===== src/rtl/wb_select_stage.sv =====
// Write-back select stage: picks write data/address/enable from MEM results and
// registers them behind a two-entry skid buffer. WB_SELECT_LINK8_EN selects pc+8 as link value.
module wb_select_stage #(
  parameter int unsigned WIDTH = 32,
  parameter int unsigned NSRC  = 3,
  localparam int unsigned SELW = $clog2(NSRC + 1)
) (
  input  logic                    clk,
  input  logic                    reset_n,
  input  logic                    flush,
  input  logic                    in_valid,
  output logic                    in_ready,
  input  logic [NSRC*WIDTH-1:0]   in_src,
  input  logic [SELW-1:0]         in_sel,
  input  logic [1:0]              in_regdst,
  input  logic [4:0]              in_rt,
  input  logic [4:0]              in_rd,
  input  logic                    in_regwrite,
  input  logic [WIDTH-1:0]        in_pc,
  output logic                    out_valid,
  input  logic                    out_ready,
  output logic                    out_we,
  output logic [4:0]              out_wa,
  output logic [WIDTH-1:0]        out_wd
);

`ifdef WB_SELECT_LINK8_EN
  localparam int unsigned LINK_OFS = 8;
`else
  localparam int unsigned LINK_OFS = 4;
`endif

  typedef struct packed {
    logic             we;
    logic [4:0]       wa;
    logic [WIDTH-1:0] wd;
  } beat_t;

  beat_t            new_beat;
  logic [WIDTH-1:0] sel_wd;
  logic [4:0]       sel_wa;

  beat_t m_q, m_d, s_q, s_d;
  logic  m_valid_q, m_valid_d;
  logic  s_valid_q, s_valid_d;
  logic  ready_q;
  logic  accept, drain;

  // Source mux: data sources, then link, anything above reads as zero.
  always_comb begin
    sel_wd = '0;
    for (int k = 0; k < int'(NSRC); k++) begin
      if (in_sel == SELW'(k)) sel_wd = in_src[k*WIDTH +: WIDTH];
    end
    if (in_sel == SELW'(NSRC)) sel_wd = in_pc + WIDTH'(LINK_OFS);
  end

  // Destination mux and $0 write suppression.
  always_comb begin
    sel_wa = 5'd31;
    case (in_regdst)
      2'b00:   sel_wa = in_rt;
      2'b01:   sel_wa = in_rd;
      default: sel_wa = 5'd31;
    endcase
    new_beat    = '0;
    new_beat.wa = sel_wa;
    new_beat.wd = sel_wd;
    new_beat.we = in_regwrite & (sel_wa != 5'd0);
  end

  assign accept = in_valid & ready_q;
  assign drain  = m_valid_q & out_ready;

  // Next state for main/skid entries; flush dominates everything.
  always_comb begin
    m_d       = m_q;
    s_d       = s_q;
    m_valid_d = m_valid_q;
    s_valid_d = s_valid_q;
    if (flush) begin
      m_valid_d = 1'b0;
      s_valid_d = 1'b0;
      m_d.we    = 1'b0;
    end else if (drain || !m_valid_q) begin
      if (s_valid_q) begin
        m_d       = s_q;
        m_valid_d = 1'b1;
        s_valid_d = 1'b0;
      end else if (accept) begin
        m_d       = new_beat;
        m_valid_d = 1'b1;
      end else begin
        m_valid_d = 1'b0;
        m_d.we    = 1'b0;
      end
    end else if (accept) begin
      s_d       = new_beat;
      s_valid_d = 1'b1;
    end
  end

  always_ff @(posedge clk or negedge reset_n) begin
    if (!reset_n) begin
      m_q       <= '0;
      s_q       <= '0;
      m_valid_q <= 1'b0;
      s_valid_q <= 1'b0;
      ready_q   <= 1'b1;
    end else begin
      m_q       <= m_d;
      s_q       <= s_d;
      m_valid_q <= m_valid_d;
      s_valid_q <= s_valid_d;
      ready_q   <= ~s_valid_d;
    end
  end

  assign in_ready  = ready_q;
  assign out_valid = m_valid_q;
  assign out_we    = m_q.we;
  assign out_wa    = m_q.wa;
  assign out_wd    = m_q.wd;

endmodule


===== config.mk =====
export PLATFORM = sky130hd
export DESIGN_NAME = wb_select_stage
export DESIGN_NICKNAME = d
export VERILOG_FILES = /design/src/rtl/wb_select_stage.sv
export SDC_FILE = /design/constraint.sdc
export NUM_CORES = 1
export LEC_CHECK = 0
export BUFFER_PORTS_ARGS = -buffer_cell sky130_fd_sc_hd__clkbuf_2
export CORE_MARGIN = 10
export CORE_UTILIZATION = 50
export CTS_CLUSTER_DIAMETER = 60
export DETAILED_ROUTE_END_ITERATION = 10
export PLACE_DENSITY = 0.81
export SETUP_SLACK_MARGIN = 0.15
export SLEW_MARGIN = 20
export SYNTH_ARGS = -nofsm -noshare
export SYNTH_HDL_FRONTEND = slang
export SYNTH_SLANG_ARGS = --single-unit
export TNS_END_PERCENT = 5

===== constraint.sdc =====
create_clock -name clk -period 2.51 [get_ports clk]
set_clock_uncertainty 0.15 [all_clocks]
set_input_delay 0.3765 -clock clk [delete_from_list [all_inputs] [get_ports clk]]
set_output_delay 0.3765 -clock clk [all_outputs]
set_load 0.1 [all_outputs]

==> results of run 1 <==
==> cells by family after synthesis <==
group / after synthesis / synth area share [%]
compound gates: 145 / 18.0
xor+xnor: 15 / 2.67
fa+ha+maj: 1 / 0.254
buf+inv: 43 / 3.59
flops: 79 / 40.2
mux: 44 / 12.5
simple gates: 216 / 22.8
==> report_power, final <==
part           internal [uW]  switching [uW]
sequential              1550             156
combinational            427            1380
clock                    437             428
total                   2410            1970
==> cell type report <==
type	count	area [um2]	area share, %
flip-flops and latches	79	1980	31.9
inverters	7	26.3	0.422
multi-input cells	421	2780	44.6
clock buffers	15	176	2.84
repair buffers	208	1100	17.6
well taps	133	166	2.67
==> routing by layer <==
| metal | vias to the layer above | wire length, um |
|---|---|---|
| met2 | 283 | 7790 |
| met3 | 22 | 1790 |
| met5 | - | 0 |
| met1 | 2308 | 6930 |
| li1 | 2364 | - |
| met4 | 0 | 365 |
==> cells in the mapped netlist, types with 7 or more instances <==
library cell / instances / area [um2]
a211oi_1: 8 / 60.1
a21oi_1: 39 / 195
a31oi_1: 8 / 50.1
and3_1: 20 / 125
clkbuf_1: 27 / 101
dfrtp_1: 78 / 1950
inv_1: 7 / 26.3
mux2i_1: 24 / 240
mux4_2: 13 / 293
nand2_1: 83 / 312
nand3_1: 10 / 50.1
nand4_1: 8 / 50.1
nor2_1: 39 / 146
nor2b_1: 8 / 50.1
nor3_1: 12 / 60.1
o21ai_0: 52 / 260
o22ai_1: 7 / 43.8
xnor2_1: 7 / 61.3
xor2_1: 8 / 70.1
==> flip-flops by register name (all words and copies together), names as in the netlist <==
signal     cells
s_valid_q      1
out_valid      1
out_wd        32
out_we         1
in_ready       1
out_wa         5
s_q           38
==> path summary, 6_finish.rpt <==
check                           cells past startpoint  startpoint  slack, ns    endpoint
max in group asynchronous                           1     reset_n       1.54     s_q[28]
worst min register to register                      2      s_q[7]       0.33      s_q[7]
worst max-delay path                                7    in_ready       0.38  out_wd[18]
worst max register to register                      7    in_ready       0.38  out_wd[18]
worst min-delay path                                1     reset_n      0.008   out_valid
min in group clk                                    2       flush       0.15   out_valid
==> critical path, cell delays in order (launching register included) <==
cell and delay, ns:
dfstp_4 0.62, a21oi_1 0.11, or3_1 0.40, buf_4 0.25, nor2_1 0.11, buf_4 0.22
nand2_1 0.07, o21ai_0 0.13
==> stage by stage <==
stage / utilization [%] / instances / setup WS [ns] / cell area, um2 / power [uW]
floorplan: - / 543 / 0.174 / 4920 / 3040
detailed placement: 62.4 / 848 / 0.0986 / 6050 / 3540
global route: 64.3 / 863 / 0.213 / 6220 / 4590
finish: 64.3 / 863 / 0.377 / 6220 / 4380
global placement: 62.4 / 848 / 0.139 / 6050 / 3490
CTS: 64.3 / 863 / 0.374 / 6220 / 4390
==> results.toml, run 1 <==
[pwr]
ir_drop_uv = 458
p_leak_uw = 0.00302
power.density_nw_per_um2 = 704

[worst_hold_path]
hold_path_class = "in2async"

[sta]
max_freq_mhz = 469
setup_viol = 0
final.setup.tns_ns = 0
rsz0062_at_grt = "no"
final_hold_viol_count = 0
maxSlewViolCount = 0
tightest_slew_ns = 1.09
maxSlewHeadroom_pct = 27.1
whs_ns = 0.00772
layout_min_cycle_time_ns = 2.13
period_share_pct = 85.0

[placement]
portBuffers = 187
hpwlAfterDp_mm = 13.5
routabilityCongestion = 0.956

[clock_tree]
cts_setup_buffers = 0
cts-hold-fix-buffers = 0
clock_sinks = 79
cts_made_buffers = 9
clk_latency_ns = 0.35
tritoncts = "built"
ctsResizeCount = 0
clockBufferDepth = 2
cts_root_buffer = "clkbuf_8"
htree_levels = 3
clkTransAtPathRegs_ns = 0.07

[route]
ant_nets = 0
drc = 0
viasPerCell = 5.77
wl_per_cell_um = 19.6
vias = 4977
wirelength_mm = 16.9
drtIter0Drc = 397
drtPass1Iterations = 5

[setup_path]
crit_fanout = 24
start_kind = "register"
crit_arrival_ns = 2.26
critical_path.endpoint_type = "register"
worstPathRequired_ns = 2.63
criticalPathCategory = "reg2reg"

[synthesis]
yosys_most_used_dff = "dfrtp_1"
synth_fp_nets = 692
avgSynthCellArea_um2 = 9.06
ys_ff_latch = 79
synthesis.area_um2 = 4920
ys.warnings.count = 0
synth_edf_count = 0
syn-instance-count = 543
synth.distinct_cells = 54
seq_area_frac_synth_pct = 40.2
async_reset_ff_share_pct = 100

[finish]
layout_commonest_cell = "clkbuf_2"
num-nets-final = 875
drive_gt1_share_pct = 34.8
insertedDiodeCount = 0
fillers = 837
final_cell_mix = "clkbuf_2 (186), nand2_1 (83), dfrtp_1 (78), o21ai_0 (52)"
syn_to_final_growth_pct = 26.5

[grt]
met1_usage_pct = 28.7
grt_util_met2_pct = 36.7
top_usage_layer = "met2"
grt_pass1_wl_mm = 26.9
grt_overflow = 0
grtUsageMet3_pct = 8.74
antenna_found_initial = 0
first_global_vias = 5179
grt_use_total_pct = 23.2
grt_max_degree = 80

[die]
die_w_um = 119
fp-row-count = 36
die_area_um2 = 14200
die-height_um = 119
start_util_pct = 50.8
io_pins = 188
core_area_um2 = 9680

[job]
drv_cap = 0

[outcome]
status = "finished, final reports clean"
(Power assumes the default switching activity.)
==> run 2, diff against run 1 <==
clock period = 2 ns   (was 2.51 ns; I/O delays follow)
==> results.toml, run 2 (synthesis gave the netlist of run 1 again) <==
[clock_tree]
tritoncts = "built"
clock_sinks = 79
cts_made_buffers = 9
clk_latency_ns = 0.37
clockBufferDepth = 2
clkTransAtPathRegs_ns = 0.08
cts_root_buffer = "clkbuf_8"
htree_levels = 3

[setup_path]
crit_fanout = 6
crit_arrival_ns = 2.02
start_kind = "register"
slowest_delay_ns = 0.64
critical_path.endpoint_type = "register"
timing.rr.start = "in_ready"
crit_start = "in_ready"
regToRegSetupSlack_ns = 0.08
ff2ff_path_depth = 4
path_cells = "a21oi_4 -> or3_4 -> clkbuf_16 -> a221o_1"
reg2reg_to = "out_wd[29]"
criticalPathCategory = "reg2reg"
worstPathRequired_ns = 2.10
cpMaxStageDelayCell = "dfstp_4"

[outcome]
status = "finished, final reports clean"

[die]
die_area_um2 = 14200
io_pins = 188
die-height_um = 119
fp-row-count = 36
start_util_pct = 50.8
core_area_um2 = 9680
die_w_um = 119

[sta]
final.setup.tns_ns = 0
setup_viol = 0
max_freq_mhz = 522
maxSlewViolCount = 0
final_hold_viol_count = 0
period_share_pct = 95.9
worst_slack_ns = 0.0829
tightest_slew_ns = 1.08
layout_min_cycle_time_ns = 1.92
whs_ns = 0.0360
maxSlewHeadroom_pct = 27.9
rsz0062_at_grt = "yes"

[finish]
syn_to_final_growth_pct = 38.7
largest_reg_flops = 38
insertedDiodeCount = 0
seq_area_um2 = 1980
fin_area_um2 = 6820
drive_gt1_share_pct = 40.5
num-nets-final = 929
layout_commonest_cell = "clkbuf_2"
fillers = 807
regMostFlops = "s_q"
final_cell_mix = "clkbuf_2 (185), nand2_1 (82), dfrtp_1 (77), buf_4 (64), o21ai_0 (50)"
multi_input_area_um2 = 2830

[grt]
grt_pass1_wl_mm = 28.4
grt_max_degree = 56
antenna_found_initial = 0
first_global_vias = 5497
grt_use_total_pct = 24.5
grt_overflow = 0

[pwr]
power.density_nw_per_um2 = 836
p_leak_uw = 0.00334
ir_drop_uv = 511
total_power_uw = 5700

[worst_hold_path]
min_from = "flush"
min_path_cells = 2
hold_path_class = "in2reg"
whs_endpoint = "out_valid"

[placement]
post_dp_cell_area_um2 = 6480
portBuffers = 187
dp_slack_ns = -0.350
routabilityCongestion = 0.919
hpwlAfterDp_mm = 14.1

[route]
wirelength_mm = 18.3
ant_nets = 0
vias = 5282
drc = 0
drtIter0Drc = 456
drtPass1Iterations = 6
viasPerCell = 5.75
wl_per_cell_um = 20.0

[job]
drv_cap = 0
## run 2: cell count changes in the layout (fill, tap and decap cells not counted), moves of 2 or more
| cell | previous run | this run |
|---|---|---|
| a21oi_1 | 39 | 36 |
| a21oi_2 | 0 | 2 |
| buf_12 | 0 | 6 |
| buf_4 | 22 | 64 |
| buf_6 | 0 | 2 |
| clkbuf_16 | 0 | 3 |
| o21ai_0 | 52 | 50 |
| or3_1 | 5 | 3 |
| or3_4 | 0 | 2 |
## run 2: worst max-delay path: cells and delay by family, from the launching register on
kind / cells / cell delay, ns
AOI/OAI and AO/OA: 2 / 0.36
and+or+nand+nor: 1 / 0.44
DFF: 1 / 0.64
buffers and inverters: 1 / 0.19
## run 2: worst max path at each step
stage / endpoint / slack, ns / cells after the start
floorplan: out_wd[29] / -0.14 / 5
global placement: s_q[26] / -0.30 / 8
CTS: out_wd[17] / 0.07 / 4
global route: s_q[16] / 0.04 / 7
detailed placement: s_q[26] / -0.35 / 8
finish: out_wd[29] / 0.08 / 4
## run 2: final cells by class
type	instances	share of cell area, %
clock buffer	16	2.64
inverter	7	0.385
multi-input combinational	421	41.5
sequential	79	29.1
tap	133	2.44
timing repair buffer	262	24.0
## run 2: report_power, final
part	switching, uW	total [uW]	internal [uW]
registers	210	2160	1950
logic	1790	2430	639
clock network	562	1120	556
total	2560	5700	3140
## run 2: what timing repair did
item / in CTS / in global routing
endpoints found under the hold margin: 33 / 0
setup buffers: 0 / 3
hold buffers: 1 / 0
pin swaps: 0 / 9
gates cloned: 0 / 4
endpoints found under the setup margin: 30 / 51
gates resized for setup: 2 / 12
## run 2: metrics by stage
stage          utilization [%]  cells
2_1_floorplan                -    543
3_3_place_gp              66.9    894
3_5_place_dp              66.9    894
4_1_cts                   69.0    911
5_1_grt                   70.5    918
6_report                  70.5    918
## run 2: metal layers
metal,routed length [um],track usage [%]
met1,7560,29.3
met2,8680,40.2
met3,1710,8.64
met4,397,8.17
met5,0,0
==> run 3, diff against run 2 <==
PLACE_DENSITY = not set   (was 0.81)
PLACE_DENSITY_LB_ADDON = 0.3   (was not set)
==> results.toml, run 3 (synthesis gave the netlist of run 1 again) <==
[setup_path]
path_cells = "a21oi_4 -> or3_4 -> buf_12 -> a221o_1"
crit_arrival_ns = 1.98
critical_path.endpoint_type = "register"
criticalPathCategory = "reg2reg"
crit_fanout = 16
crit_family = "flip-flops"
reg2reg_to = "out_wd[5]"
worstPathRequired_ns = 2.09
regToRegSetupSlack_ns = 0.11
cpMaxStageDelayCell = "dfstp_4"
slowest_delay_ns = 0.64
ff2ff_path_depth = 4
crit_buf_inv = 1
timing.rr.start = "in_ready"
start_kind = "register"

[route]
drc = 0
vias = 5272
viasPerCell = 5.76
wl_per_cell_um = 19.4
wirelength_mm = 17.8
ant_nets = 0
drtPass1Iterations = 5
drtIter0Drc = 396

[worst_hold_path]
min_path_cells = 3
hold_path_class = "in2reg"
min_from = "in_regwrite"
whs_endpoint = "s_q[37]"

[pwr]
power.density_nw_per_um2 = 867
total_power_uw = 5880
ir_drop_uv = 426
p_leak_uw = 0.00332

[clock_tree]
htree_levels = 3
clockBufferDepth = 2
tritoncts = "built"
clk_latency_ns = 0.35
cts_made_buffers = 9
clock_sinks = 79
cts_setup_buffers = 0
cts_root_buffer = "clkbuf_8"
clkTransAtPathRegs_ns = 0.08

[placement]
portBuffers = 187
post_dp_cell_area_um2 = 6490
routabilityCongestion = 0.966
hpwlAfterDp_mm = 14.3

[grt]
antenna_found_initial = 0
grt_use_total_pct = 24.4
grt_overflow = 0
first_global_vias = 5510
grt_pass1_wl_mm = 28.5
grt_max_degree = 56

[finish]
regMostFlops = "s_q"
multi_input_area_um2 = 2830
layout_commonest_cell = "clkbuf_2"
seq_area_um2 = 1980
fin_area_um2 = 6780
num-nets-final = 927
drive_gt1_share_pct = 40.5
syn_to_final_growth_pct = 37.8
final_cell_mix = "clkbuf_2 (185), nand2_1 (83), dfrtp_1 (77), buf_4 (69), o21ai_0 (52)"
insertedDiodeCount = 0
fillers = 791
largest_reg_flops = 38

[sta]
maxSlewHeadroom_pct = 57.2
layout_min_cycle_time_ns = 1.89
tightest_slew_ns = 0.638
period_share_pct = 94.5
rsz0062_at_grt = "yes"
max_freq_mhz = 529
setup_viol = 0
final_hold_viol_count = 0
final.setup.tns_ns = 0
maxSlewViolCount = 0

[die]
core_area_um2 = 9680
fp-row-count = 36
io_pins = 188
start_util_pct = 50.8
die_area_um2 = 14200
die_w_um = 119
die-height_um = 119

[job]
drv_cap = 0

[outcome]
status = "finished, final reports clean"
run 3: repair_timing:
item | in CTS | in global routing
pin swaps | 0 | 1
hold buffers | 1 | 0
gates resized for setup | 3 | 6
endpoints found under the setup margin | 39 | 46
hold endpoints to repair | 79 | 0
run 3: report_power, final:
group | switching (uW) | total (uW) | leakage (uW) | internal [uW]
Combinational | 1770 | 2380 | 0.00224 | 616
Sequential | 205 | 2150 | 0.000969 | 1940
Clock | 578 | 1350 | 0.000112 | 768
Total | 2550 | 5880 | 0.00332 | 3330
run 3: worst max-delay path by stage:
stage                         from    endpoint  slack [ns]  depth (start not counted)
after detailed placement  in_pc[2]     s_q[26]       -0.33                          9
after global routing      in_ready  out_wd[31]        0.07                          5
after global placement    in_pc[2]     s_q[26]       -0.32                          9
final                     in_ready   out_wd[5]        0.11                          4
after floorplan           in_ready  out_wd[29]       -0.14                          5
after CTS                 in_ready   out_wd[5]        0.09                          4
run 3: stage by stage:
step,setup slack [ns],hold WS [ns],util (%),std cells
detailed placement,-0.330,0.140,67.1,899
global route,0.0666,0.0848,70.0,916
global placement,-0.317,0.138,67.1,899
CTS,0.0931,0.0434,69.7,916
floorplan,-0.136,-0.146,-,543
finish,0.110,0.0706,70.0,916
run 3: tightest hold or removal path: cells and delay by family:
family	cells	cell delay, ns
AOI/OAI and AO/OA	2	0.15
buffers and inverters	1	0.09
run 3: per-layer routing:
metal / routed length, um / track usage, % / share of wire, %
met1: 7160 / 30.7 / 40
met2: 8700 / 40.4 / 49
met3: 1650 / 7.04 / 9.3
met4: 246 / 6.41 / 1.4
met5: 0 / 0 / 0
run 3: cell type report:
cell class              instances  area share [%]
well taps                     133            2.45
multi-input cells             421            41.7
repair buffers                260            22.8
clock buffers                  11            2.23
inverters                       7           0.387
flip-flops and latches         79            29.2
clock inverters                 5            1.18
